===== src/rtl/spi_master_p.sv =====
// Parametrised SPI master with configurable frame length, slave selects, CPOL/CPHA
// and bit order; receives the whole frame full-duplex and reports it on completion.
module spi_master_p #(
    parameter int DATA_W     = 32,
    parameter int NUM_SS     = 4,
    parameter int PRESCALE_W = 24,
    parameter int LEN_W      = $clog2(DATA_W),
    parameter int SEL_W      = (NUM_SS > 1) ? $clog2(NUM_SS) : 1
) (
    input  logic                  clk,
    input  logic                  nrst,
    input  logic                  turnon,
    input  logic                  start,
    input  logic [DATA_W-1:0]     din,
    input  logic [LEN_W-1:0]      len,
    input  logic [SEL_W-1:0]      select,
    input  logic                  order,
    input  logic                  cpol,
    input  logic                  cpha,
    input  logic [PRESCALE_W-1:0] prescale,
    input  logic                  miso,
    output logic                  mosi,
    output logic                  sck,
    output logic [NUM_SS-1:0]     ss_n,
    output logic [DATA_W-1:0]     dout,
    output logic                  busy,
    output logic                  done
);

    typedef enum logic [1:0] {IDLE, SETUP, SHIFT, HOLD} state_e;

    state_e                state_q, state_d;
    logic [PRESCALE_W-1:0] cnt_q, cnt_d;
    logic [LEN_W:0]        edge_q, edge_d;
    logic                  sck_q, sck_d;
    logic                  mosi_q, mosi_d;
    logic [NUM_SS-1:0]     ss_n_q, ss_n_d;
    logic [DATA_W-1:0]     rx_q, rx_d;
    logic [DATA_W-1:0]     dout_q, dout_d;
    logic                  done_q, done_d;
    logic [DATA_W-1:0]     din_q, din_d;
    logic [LEN_W-1:0]      len_q, len_d;
    logic [SEL_W-1:0]      sel_q, sel_d;
    logic                  order_q, order_d;
    logic                  cpol_q, cpol_d;
    logic                  cpha_q, cpha_d;
    logic [PRESCALE_W-1:0] pre_q, pre_d;

    logic                  tick;
    logic [LEN_W-1:0]      bit_idx;
    logic [LEN_W-1:0]      pos;
    logic                  last_edge;

    // Maps the n-th bit on the wire to its position in din/dout.
    function automatic logic [LEN_W-1:0] bit_pos(input logic ord, input logic [LEN_W-1:0] l,
                                                 input logic [LEN_W-1:0] idx);
        return ord ? idx : l - idx;
    endfunction

    function automatic logic [NUM_SS-1:0] ss_decode(input logic [SEL_W-1:0] sel);
        logic [NUM_SS-1:0] r;
        r = '1;
        for (int i = 0; i < NUM_SS; i++)
            if (sel == SEL_W'(i)) r[i] = 1'b0;
        return r;
    endfunction

    assign tick      = (cnt_q == pre_q);
    assign bit_idx   = edge_q[LEN_W:1];
    assign pos       = bit_pos(order_q, len_q, bit_idx);
    assign last_edge = (edge_q == {len_q, 1'b1});

    always_comb begin
        // NOTE: every variable gets a default first so no path can infer a latch.
        state_d = state_q;
        cnt_d   = cnt_q;
        edge_d  = edge_q;
        sck_d   = sck_q;
        mosi_d  = mosi_q;
        ss_n_d  = ss_n_q;
        rx_d    = rx_q;
        dout_d  = dout_q;
        done_d  = 1'b0;
        din_d   = din_q;
        len_d   = len_q;
        sel_d   = sel_q;
        order_d = order_q;
        cpol_d  = cpol_q;
        cpha_d  = cpha_q;
        pre_d   = pre_q;

        if (!turnon) begin
            state_d = IDLE;
            cnt_d   = '0;
            edge_d  = '0;
            sck_d   = cpol;
            mosi_d  = 1'b1;
            ss_n_d  = '1;
        end else begin
            unique case (state_q)
                IDLE: begin
                    cnt_d  = '0;
                    edge_d = '0;
                    sck_d  = cpol;
                    mosi_d = 1'b1;
                    ss_n_d = '1;
                    if (start) begin
                        state_d = SETUP;
                        din_d   = din;
                        len_d   = len;
                        sel_d   = select;
                        order_d = order;
                        cpol_d  = cpol;
                        cpha_d  = cpha;
                        pre_d   = prescale;
                        rx_d    = '0;
                        ss_n_d  = ss_decode(select);
                        if (!cpha) mosi_d = din[bit_pos(order, len, '0)];
                    end
                end
                SETUP: begin
                    cnt_d = tick ? '0 : cnt_q + PRESCALE_W'(1);
                    if (tick) state_d = SHIFT;
                end
                SHIFT: begin
                    cnt_d = tick ? '0 : cnt_q + PRESCALE_W'(1);
                    if (tick) begin
                        sck_d  = ~sck_q;
                        edge_d = edge_q + (LEN_W+1)'(1);
                        // Even edge_q is a leading edge, odd is trailing.
                        if (edge_q[0] == cpha_q) begin
                            rx_d[pos] = miso;
                        end else if (cpha_q) begin
                            mosi_d = din_q[pos];
                        end else if (!last_edge) begin
                            mosi_d = din_q[bit_pos(order_q, len_q, bit_idx + LEN_W'(1))];
                        end
                        if (last_edge) begin
                            state_d = HOLD;
                            edge_d  = '0;
                        end
                    end
                end
                HOLD: begin
                    cnt_d = tick ? '0 : cnt_q + PRESCALE_W'(1);
                    if (tick) begin
                        state_d = IDLE;
                        sck_d   = cpol;
                        mosi_d  = 1'b1;
                        ss_n_d  = '1;
                        done_d  = 1'b1;
                        dout_d  = rx_q;
                    end
                end
                default: state_d = IDLE;
            endcase
        end
    end

    always_ff @(posedge clk or negedge nrst) begin
        if (!nrst) begin
            state_q <= IDLE;
            cnt_q   <= '0;
            edge_q  <= '0;
            sck_q   <= 1'b0;
            mosi_q  <= 1'b1;
            ss_n_q  <= '1;
            rx_q    <= '0;
            dout_q  <= '0;
            done_q  <= 1'b0;
            din_q   <= '0;
            len_q   <= '0;
            sel_q   <= '0;
            order_q <= 1'b0;
            cpol_q  <= 1'b0;
            cpha_q  <= 1'b0;
            pre_q   <= '0;
        end else begin
            // NOTE: non-blocking assignments so every flop samples pre-edge values.
            state_q <= state_d;
            cnt_q   <= cnt_d;
            edge_q  <= edge_d;
            sck_q   <= sck_d;
            mosi_q  <= mosi_d;
            ss_n_q  <= ss_n_d;
            rx_q    <= rx_d;
            dout_q  <= dout_d;
            done_q  <= done_d;
            din_q   <= din_d;
            len_q   <= len_d;
            sel_q   <= sel_d;
            order_q <= order_d;
            cpol_q  <= cpol_d;
            cpha_q  <= cpha_d;
            pre_q   <= pre_d;
        end
    end

    assign mosi = mosi_q;
    assign sck  = sck_q;
    assign ss_n = ss_n_q;
    assign dout = dout_q;
    assign busy = (state_q != IDLE);
    assign done = done_q;

endmodule


===== config.mk =====
export PLATFORM = sky130hd
export DESIGN_NAME = spi_master_p
export DESIGN_NICKNAME = d
export VERILOG_FILES = /design/src/rtl/spi_master_p.sv
export SDC_FILE = /design/constraint.sdc
export NUM_CORES = 1
export LEC_CHECK = 0
export ABC_CLOCK_PERIOD_IN_PS = 6900
export CAP_MARGIN = 25
export CORE_AREA = 2 2 124 126
export DETAILED_ROUTE_END_ITERATION = 16
export DIE_AREA = 0 0 126 128
export PLACE_DENSITY = 0.85
export SETUP_SLACK_MARGIN = 0.1
export SYNTH_ARGS = -nofsm -noshare
export SYNTH_HDL_FRONTEND = slang
export SYNTH_SLANG_ARGS = --single-unit

===== constraint.sdc =====
create_clock -name clk -period 6.9 [get_ports clk]
set_input_delay 0.69 -clock clk [delete_from_list [all_inputs] [get_ports clk]]
set_output_delay 0.69 -clock clk [all_outputs]
set_load 0.02 [all_outputs]

# == After elaboration in Yosys (flattened, before gate mapping) ==
# Cells that the tools add are included.
# Widths: inputs -> output; s select.
# word_totals
regBits,166
in_bits,71
out_inout_bits,40
wordCells,114
# op_classes
n_addsub,5
n_lt_le_gt_ge,4
n_eq_ne,22
n_mux,54
bitwise,1
reduce_logical,14
# op_table
cell,count
$mux 32,3
$pmux 32 s2,1
$mux 24,2
$pmux 24 s2,1
$bwmux 32,1
$add 24x1->24 const B,1
$eq 24x24->1,1
$mux 1,22
$lt 5x6->1 const B,3
$mux 6,3
$ne 3x3->1 const B,6
$bmux 1 s5,3
$mux 5,3
$reduce_and 5->1,3
$mux 2,6
$mux 4,3
$pmux 6 s2,1
$sub 5x5->5,2
$reduce_and 3->1,3
$eq 2x2->1 const B,4
$pmux 2 s4,1
$pmux 4 s2,1
$add 6x1->6 const B,1
$eq 6x6->1,1
16 further kinds,24

# == Logic depth before layout (Yosys ltp) ==
# Gate-level depths: netlist of run 1.
# logic_depth
depth_word,11
mapped_depth,12
depth_no_buf,11

# == Worst setup path before layout of run 1 ==
# No wires, ideal clock.
# synth_path
kind,flip-flop to flip-flop
from,reg len_q[0]
to,reg rx_q[20]
setup_time_ps,126
arrival_time_ps,2826
required_time_ps,6774
slack_ps,3948
stages_incl_launch_ff,11
path_buffers,0
synth_period_minus_slack_ps,2952
cell_sequence,dfrtp_1 > inv_1 > ha_1 > inv_1 > fa_1 > and3_1 > or4b_2 > o211ai_1 > nand3_1 > o311a_1 > a221o_1
# synth_between
elab_chain_len,10
word_cells_on_any_way,11
cone_classes,1 x add/sub; 2 x order compare; 7 x mux; 1 x reduce/logical
# synth_rtl
item,line_no,rtl
start: declaration,42,"logic [LEN_W-1:0] len_q, len_d;"
start signal: assignment,190,len_q <= len_d;
$sub 5x5->5 *,57,return ord ? idx : l - idx;
$mux 5 *,57,
$lt 5x6->1 (implied by the code) / $ge 5x1->1 (equally long branches),132,rx_d[pos] = miso;
$logic_and 1x1->1 (implied by the code),132,
$mux 1 (implied by the code),132,
$demux 1 s5 *,132,
$bwmux 32 *,132,
$mux 32 *,131,if (edge_q[0] == cpha_q) begin
$mux 32 *,127,if (tick) begin
$pmux 32 s2 *,100,unique case (state_q)
end signal: assignment,186,rx_q <= rx_d;
end: declaration,38,"logic [DATA_W-1:0] rx_q, rx_d;"
# Every way passes the cells marked *; elsewhere a longest branch is shown, timed or not. The select of a mux whose other input is x is not followed.
# A chain may end at the register's enable or synchronous reset.

# == Worst setup path after layout of run 1 ==
# layout_path
from,reg edge_q[1]
to,reg rx_q[17]
# layout_between
elab_chain_len,10
word_cells_on_any_way,11
cone_classes,1 x add/sub; 2 x order compare; 7 x mux; 1 x reduce/logical
# layout_rtl
item,line_no,rtl
start: declaration,34,"logic [LEN_W:0] edge_q, edge_d;"
start signal: assignment,182,edge_q <= edge_d;
$sub 5x5->5,57,
$mux 5 *,57,
$lt 5x6->1 (implied by the code) / $ge 5x1->1 (equally long branches),132,
$logic_and 1x1->1 (implied by the code),132,
$mux 1 (implied by the code),132,
$demux 1 s5 *,132,
$bwmux 32 *,132,
$mux 32 *,131,
$mux 32 *,127,
$pmux 32 s2 *,100,
# Marked as above.

==> results of run 1 <==
==> worst paths after layout <==
kind                       startpoint         to  slack, ns  cells past startpoint
min reg2reg                       sck        sck       0.49                      1
min in group clk                  sck        sck       0.49                      1
max in group asynchronous        nrst  pre_q[20]       5.21                      2
min                              nrst   din_q[7]       0.31                      1
max reg2reg                 edge_q[1]   rx_q[17]       3.17                     10
max                         edge_q[1]   rx_q[17]       3.17                     10
==> through the flow <==
stage	power (µW)	cell area, µm²
5_1_grt	3970	10700
6_report	3780	10700
3_5_place_dp	2780	10100
2_1_floorplan	2390	8920
3_3_place_gp	2730	10100
4_1_cts	3760	10700
==> logic make-up (layout without fill, tap and decap cells) <==
logic type	after synthesis	count (layout)	synth area share [%]
buffers and inverters	64	171	3.11
XOR/XNOR	53	53	5.20
multiplexers	139	139	18.9
flip-flops	166	166	46.6
AND/OR/NAND/NOR	217	217	12.5
adder cells (fa/ha/maj)	18	18	2.69
AO/OA/AOI/OAI	140	140	10.9
==> power by group <==
| group | internal (µW) | switching (µW) |
|---|---|---|
| Sequential | 1180 | 200 |
| Clock | 592 | 384 |
| Combinational | 636 | 786 |
==> layer usage <==
| metal | routed length (µm) | part of all wire (%) |
|---|---|---|
| met5 | 0 | 0 |
| met3 | 1500 | 6.9 |
| met1 | 8800 | 41 |
| met4 | 556 | 2.6 |
| met2 | 10700 | 50 |
==> placed cells by master (no fill, tap or decap), drive strengths merged, types with 4 or more instances in the layout <==
| cell | instances |
|---|---|
| dfrtp | 161 |
| clkdlybuf4s50 | 109 |
| mux2 | 99 |
| nand2 | 60 |
| nor2 | 47 |
| a21oi | 36 |
| xor2 | 34 |
| mux2i | 28 |
| nor3 | 25 |
| inv | 24 |
| o21ai | 22 |
| a221o | 22 |
| clkbuf | 22 |
| xnor2 | 19 |
| o22ai | 18 |
| nand3 | 17 |
| ha | 16 |
| mux4 | 12 |
| and3 | 10 |
| nand2b | 9 |
| or3 | 8 |
| buf | 8 |
| nor4 | 7 |
| nand3b | 7 |
| and2 | 7 |
| nand4 | 6 |
| a31oi | 6 |
| o221ai | 5 |
| dfstp | 5 |
| o311a | 4 |
| clkinv | 4 |
==> flip-flops by register name (all words and copies together) (netlist names) <==
register	count
cnt_q	24
pre_q	24
ss_n	4
rx_q	32
edge_q	6
sck	1
state_q	2
order_q	1
done	1
len_q	5
cpha_q	1
din_q	32
mosi	1
dout	32
==> final cells by class <==
cell class | count | area (µm²) | share of cell area (%)
clock buffer | 22 | 464 | 4.33
clock inverter | 10 | 145 | 1.35
inverter | 22 | 82.6 | 0.770
multi-input combinational | 567 | 4490 | 41.8
sequential | 166 | 4160 | 38.8
tap | 188 | 235 | 2.19
timing repair buffer | 117 | 1150 | 10.8
==> metrics.md, run 1 <==
| Metric | Value |
|---|---|
| Slew margin rel. | 35.1% |
| Placed cells | 1,060 |
| Clk sinks | 166 |
| FFs w/ async S/R, synth | 100% |
| Die W | 126 µm |
| ANT nets after route | 0 |
| YS warnings | 0 |
| Largest net degree at the start of global routing | 100 |
| Via-per-instance ratio | 6.27 |
| Max-slew violations | 0 |
| RSZ-0062 raised after global routing | no |
| EDFF count, synth | 0 |
| Final setup violating endpoints | 0 |
| Period Utilization, post-route | 54.1% |
| Clk_skew | 0.00894 ns |
| Endpoints failing hold | 0 |
| Critical Path AT | 4.01 ns |
| Post-synth top area share | 45.2% |
| Layout net count | 980 |
| PwrDens | 352 nW/µm² |
| Largest stage delay, worst path | 0.64 ns |
| Initial Util | 60.0% |
| Cells after synthesis | 797 |
| First-pass GRT wire length | 35,500 µm |
| Clock latency on the worst-skew pair | 0.43 ns |
| Die area | 16,100 µm² |
| Synth area leaders | dfrtp_1 45%, mux2_2 12%, xor2_1 3.3%, mux2i_1 3.0%, nand2_1 2.5% |
| Total CTS buffers | 17 |
| Critical Path Source Type | flop |
| Mapped Area | 8920 µm² |
| Sequential share of the synthesized area | 46.6% |
| FF+latch count, synth | 166 |
| IO Pins | 111 |
| Initial antenna violation count | 0 |
| Worst setup margin | 3.17 ns |
| Ant. Diodes | 0 |
| First DRT Iteration DRCs | 693 |
| Via Count | 6,852 |
| Worst Path Buf+Inv | 1 |
| Top flip-flop cell by instance count after synthesis | dfrtp_1 |
| Util after Layout | 72.2% |
| Synth cell types | 62 |
| Pleak | 0.00454 µW |
| Area of the core | 14,900 µm² |
| CP Max Fanout | 12 |
| DRC viols | 0 |
| Dpl ws | 3.30 ns |
| Area leader, netlist | dfrtp_1 |
| Layout area overhead | 20.3% |
| Non-Filler Instances | 1,092 |
| CTS Hold Buffers Added | 0 |
| Met1 GRT Util | 35.9% |
| Final wirelength | 21,600 µm |
| Worst VDD drop | 275 µV |
| Setup Crit Path Kind | flop to flop |
| Number of global-route vias before repair | 6,907 |
| Worst-margin pin slew | 0.961 ns |
| Max clock buf depth | 2 |
| Reg clk slew, reported paths | 0.07 ns |
| Met2 GRT Util | 46.7% |
| Layout cells sized above 1 | 17.7% |
| WHS | 0.306 ns |
| Post-layout min period | 3.73 ns |
| Hold WC Path Type | input port to asynchronous set/reset pin |
| Delay-heaviest family, CP | simple AND/OR/NAND/NOR gates |
| GPL Wtd Cong | 0.957 |
| Die height | 128 µm |
| Setup crit end kind | flop |
| Pre-antenna DRT Iters | 6 |
| Row Count | 45 |
| CP max-delay cell | or4b_2 |
| Final global-route overflow total | 0 |
| H-tree level count | 4 |
| Max Cap Viol | 0 |
| Resize count post-CTS | 0 |
| Cell Chain, Critical Path | ha_1 -> inv_1 -> fa_1 -> and3_1 -> or4b_2 -> o211ai_1 -> nand3_1 -> nor3_1 -> mux2i_1 -> o21ai_0 |
| Met3 usage | 6.05% |
| IO buf count | 110 |
| GRT busiest layer | met2 |
| Postcts setup bufs | 0 |
| TNS Setup | 0 ns |
| Syn Nets | 886 |
| Status | finished clean |
| CTS tree | built |
| WL/cell | 19.8 µm |
| Fmax | 268 MHz |
| HPWL after DPL | 15,100 µm |
| Count leader, synth | dfrtp_1 |
| Total track usage | 27.8% |
| Clock root cell | clkbuf_16 |
| Fill cells | 1,071 |
| Top post-synthesis cells by count | 161 x dfrtp_1, 99 x mux2_2, 60 x nand2_1 |
| Syn Area/Cell | 11.2 µm² |
| CP required | 7.18 ns |
Power figures use the tool's default switching activity.
==> run 2, diff against run 1 <==
==> config.mk (replaced) <==
export PLATFORM = sky130hd
export DESIGN_NAME = spi_master_p
export DESIGN_NICKNAME = d
export VERILOG_FILES = /design/src/rtl/spi_master_p.sv
export SDC_FILE = /design/constraint.sdc
export NUM_CORES = 1
export LEC_CHECK = 0
export ABC_CLOCK_PERIOD_IN_PS = 3400
export CAP_MARGIN = 25
export CORE_AREA = 2 2 136 138
export DETAILED_ROUTE_END_ITERATION = 16
export DIE_AREA = 0 0 138 140
export PLACE_DENSITY = 0.75
export SETUP_SLACK_MARGIN = 0.1
export SYNTH_ARGS = -nofsm -noshare
export SYNTH_HDL_FRONTEND = slang
export SYNTH_SLANG_ARGS = --single-unit
==> constraint.sdc (replaced) <==
create_clock -name clk -period 3.4 [get_ports clk]
set_input_delay 0.34 -clock clk [delete_from_list [all_inputs] [get_ports clk]]
set_output_delay 0.34 -clock clk [all_outputs]
set_load 0.02 [all_outputs]
==> run 2 against run 1 <==
  * First-iteration DRC count down 12%
  * Largest cell class unchanged
  * Register-to-register slack worse by 2.9 ns
  * Cell area up 2.7%
  * Total power up 110%
  * Utilization down 10 points
  * Sequential power up 100%
  * Clock-buffer cell count down 4
  * Maximum frequency up 18%
  * Via count down 0.32%
  * The flow now finishes with violations (negative hold slack)
  * Cell count up 5.4%
==> metrics.md, run 2 (synthesis results as in run 1) <==
| Metric | Value |
|---|---|
| Status | complete, but fails checks |
| Failing checks | negative hold slack |
| Largest stage delay, worst path | 0.76 ns (+0.12 ns) |
| ANT nets after route | 0 (unchanged) |
| First DRT Iteration DRCs | 607 (-12%) |
| PwrDens | 719 nW/µm² (+100%) |
| Worst-margin pin slew | 0.890 ns (-0.0713 ns) |
| Hold WC Path Type | input port to asynchronous set/reset pin |
| Initial antenna violation count | 0 (unchanged) |
| Setup Crit Path Kind | flop to flop |
| Die W | 138 µm (+9.5%) |
| Setup crit end kind | flop |
| Die height | 140 µm (+9.4%) |
| Non-Filler Instances | 1,151 (+5.4%) |
| Commonest cells after routing, fill and taps aside | 161 x dfrtp_1, 109 x clkdlybuf4s50_1, 99 x mux2_2 |
| Total track usage | 23.7% (-4.1 points) |
| Clk sinks | 166 (unchanged) |
| CP Max Fanout | 13 (+1) |
| Fmax | 317 MHz (+18%) |
| Final wirelength | 21,900 µm (+1.6%) |
| Final global-route overflow total | 0 (unchanged) |
| Die area | 19,300 µm² (+20%) |
| Final setup violating endpoints | 0 (unchanged) |
| Clock latency on the worst-skew pair | 0.43 ns (about the same) |
| Clock root cell | clkbuf_16 |
| Max-slew violations | 0 (unchanged) |
| First-pass GRT wire length | 36,600 µm (+3.1%) |
| Total CTS buffers | 17 (unchanged) |
| Pre-antenna DRT Iters | 5 (-1) |
| Endpoints failing hold | 19 (+19) |
| Via Count | 6,830 (-0.32%) |
| Slew margin rel. | 40.6% (+5.5 points) |
| WL/cell | 19.0 µm (-3.7%) |
| Util after Layout | 62.0% (-10 points) |
| Via-per-instance ratio | 5.93 (-5.4%) |
| DRC viols | 0 (unchanged) |
| Area of the core | 17,800 µm² (+20%) |
| CP max-delay cell | o32a_1 |
| CTS tree | built |
| H-tree level count | 4 (unchanged) |
| Fill cells | 1,427 (+33%) |
| Initial Util | 50.2% (-9.8 points) |
| Ant. Diodes | 0 (unchanged) |
| Layout area overhead | 23.5% |
| TNS Setup | 0 ns (unchanged) |
| Clk_skew | 0.00876 ns (-0.000188 ns) |
| WHS | -0.0430 ns (-0.349 ns) |
| IO Pins | 111 (unchanged) |
| Largest net degree at the start of global routing | 92 (-8.0%) |
| Critical Path AT | 3.52 ns (-0.49 ns) |
| Layout net count | 998 (+1.8%) |
| Pleak | 0.00465 µW (+2.4%) |
| Worst Path Buf+Inv | 2 (+1) |
| CP required | 3.76 ns (-3.42 ns) |
| HPWL after DPL | 15,600 µm (+3.6%) |
| Worst VDD drop | 415 µV (+51%) |
| Layout cells sized above 1 | 20.7% (+3.0 points) |
| Most common cell after layout, fill and taps aside | dfrtp_1 |
| Period Utilization, post-route | 92.8% (+39 points) |
| IO buf count | 110 (unchanged) |
| Worst setup margin | 0.246 ns (-2.92 ns) |
| Max clock buf depth | 2 (unchanged) |
| Reg clk slew, reported paths | 0.07 ns (about the same) |
| Delay-heaviest family, CP | compound AO/OA/AOI/OAI gates |
| Row Count | 49 (+8.9%) |
| CTS Hold Buffers Added | 0 (unchanged) |
| Critical Path Source Type | flop |
| Dpl ws | 0.121 ns (-3.18 ns) |
| RSZ-0062 raised after global routing | no |
| Placed cells | 1,118 (+5.5%) |
| Number of global-route vias before repair | 6,828 (-1.1%) |
| Cell Chain, Critical Path | inv_1 -> ha_1 -> inv_1 -> fa_2 -> o32a_1 -> o22ai_1 -> o22ai_1 -> o22a_1 -> a41oi_1 -> a31oi_1 |
| Max Cap Viol | 0 (unchanged) |
| Post-layout min period | 3.15 ns (-0.577 ns) |
| GPL Wtd Cong | 1.02 (+6.6%) |
run 2: cell count changes in the layout (fill, tap and decap cells not counted), moves of 2 or more:
| cell | delta |
|---|---|
| buf_4 | +16 |
| xnor2_1 | -2 |
| a21oi_2 | +2 |
| inv_6 | +4 |
| xnor2_2 | +2 |
| clkbuf_1 | -3 |
| buf_12 | +2 |
| a21oi_1 | -2 |
run 2: path summary, 6_finish.rpt:
kind | startpoint | to | slack (ns) | cells past startpoint
min reg2reg | sck | sck | 0.50 | 1
max | len_q[0] | mosi | 0.25 | 10
max in group asynchronous | nrst | ss_n[1] | 2.57 | 2
max reg2reg | len_q[0] | mosi | 0.25 | 10
min | nrst | din_q[10] | -0.04 | 1
min in group clk | sck | sck | 0.50 | 1
run 2: worst register-to-register path, delay by kind of cell, from the launching register on:
| family | cells | cell delay (ns) |
|---|---|---|
| AOI/OAI and AO/OA | 6 | 1.79 |
| adders and majority gates | 2 | 0.77 |
| buffers and inverters | 2 | 0.15 |
| DFF | 1 | 0.38 |
run 2: area by class of cell:
class,count,area (µm²),area share [%]
Multi-Input combinational cell,567,4540,41.2
Tap cell,229,287,2.60
Sequential cell,166,4160,37.8
Clock buffer,18,439,3.99
Clock inverter,14,191,1.74
Inverter,22,82.6,0.749
Timing Repair Buffer,135,1320,11.9
run 2: routing by layer:
metal / up-vias / track usage [%] / part of all wire (%)
li1: 3161 / - / -
met1: 3407 / 31.9 / 44
met2: 229 / 38.9 / 49
met3: 33 / 5.09 / 5.7
met4: 0 / 7.09 / 1.8
met5: - / 0 / 0
run 2: timing repair:
action / CTS / global route
setup endpoints to repair: 0 / 10
resized for setup: 0 / 12
buffers inserted: 0 / 1
run 2: stage by stage:
stage	power (µW)	cell area (µm²)
6_report	7930	11000
5_1_grt	8350	11000
4_1_cts	7840	11000
3_5_place_dp	5760	10300
3_3_place_gp	5710	10300
2_1_floorplan	4840	8920
run 2: power breakdown:
group          leakage, µW  internal [µW]  switching (µW)  total, µW
clock             0.000307           1200             858       2060
combinational      0.00219           1400            1670       3060
sequential         0.00216           2400             402       2800
total              0.00465           5000            2930       7930
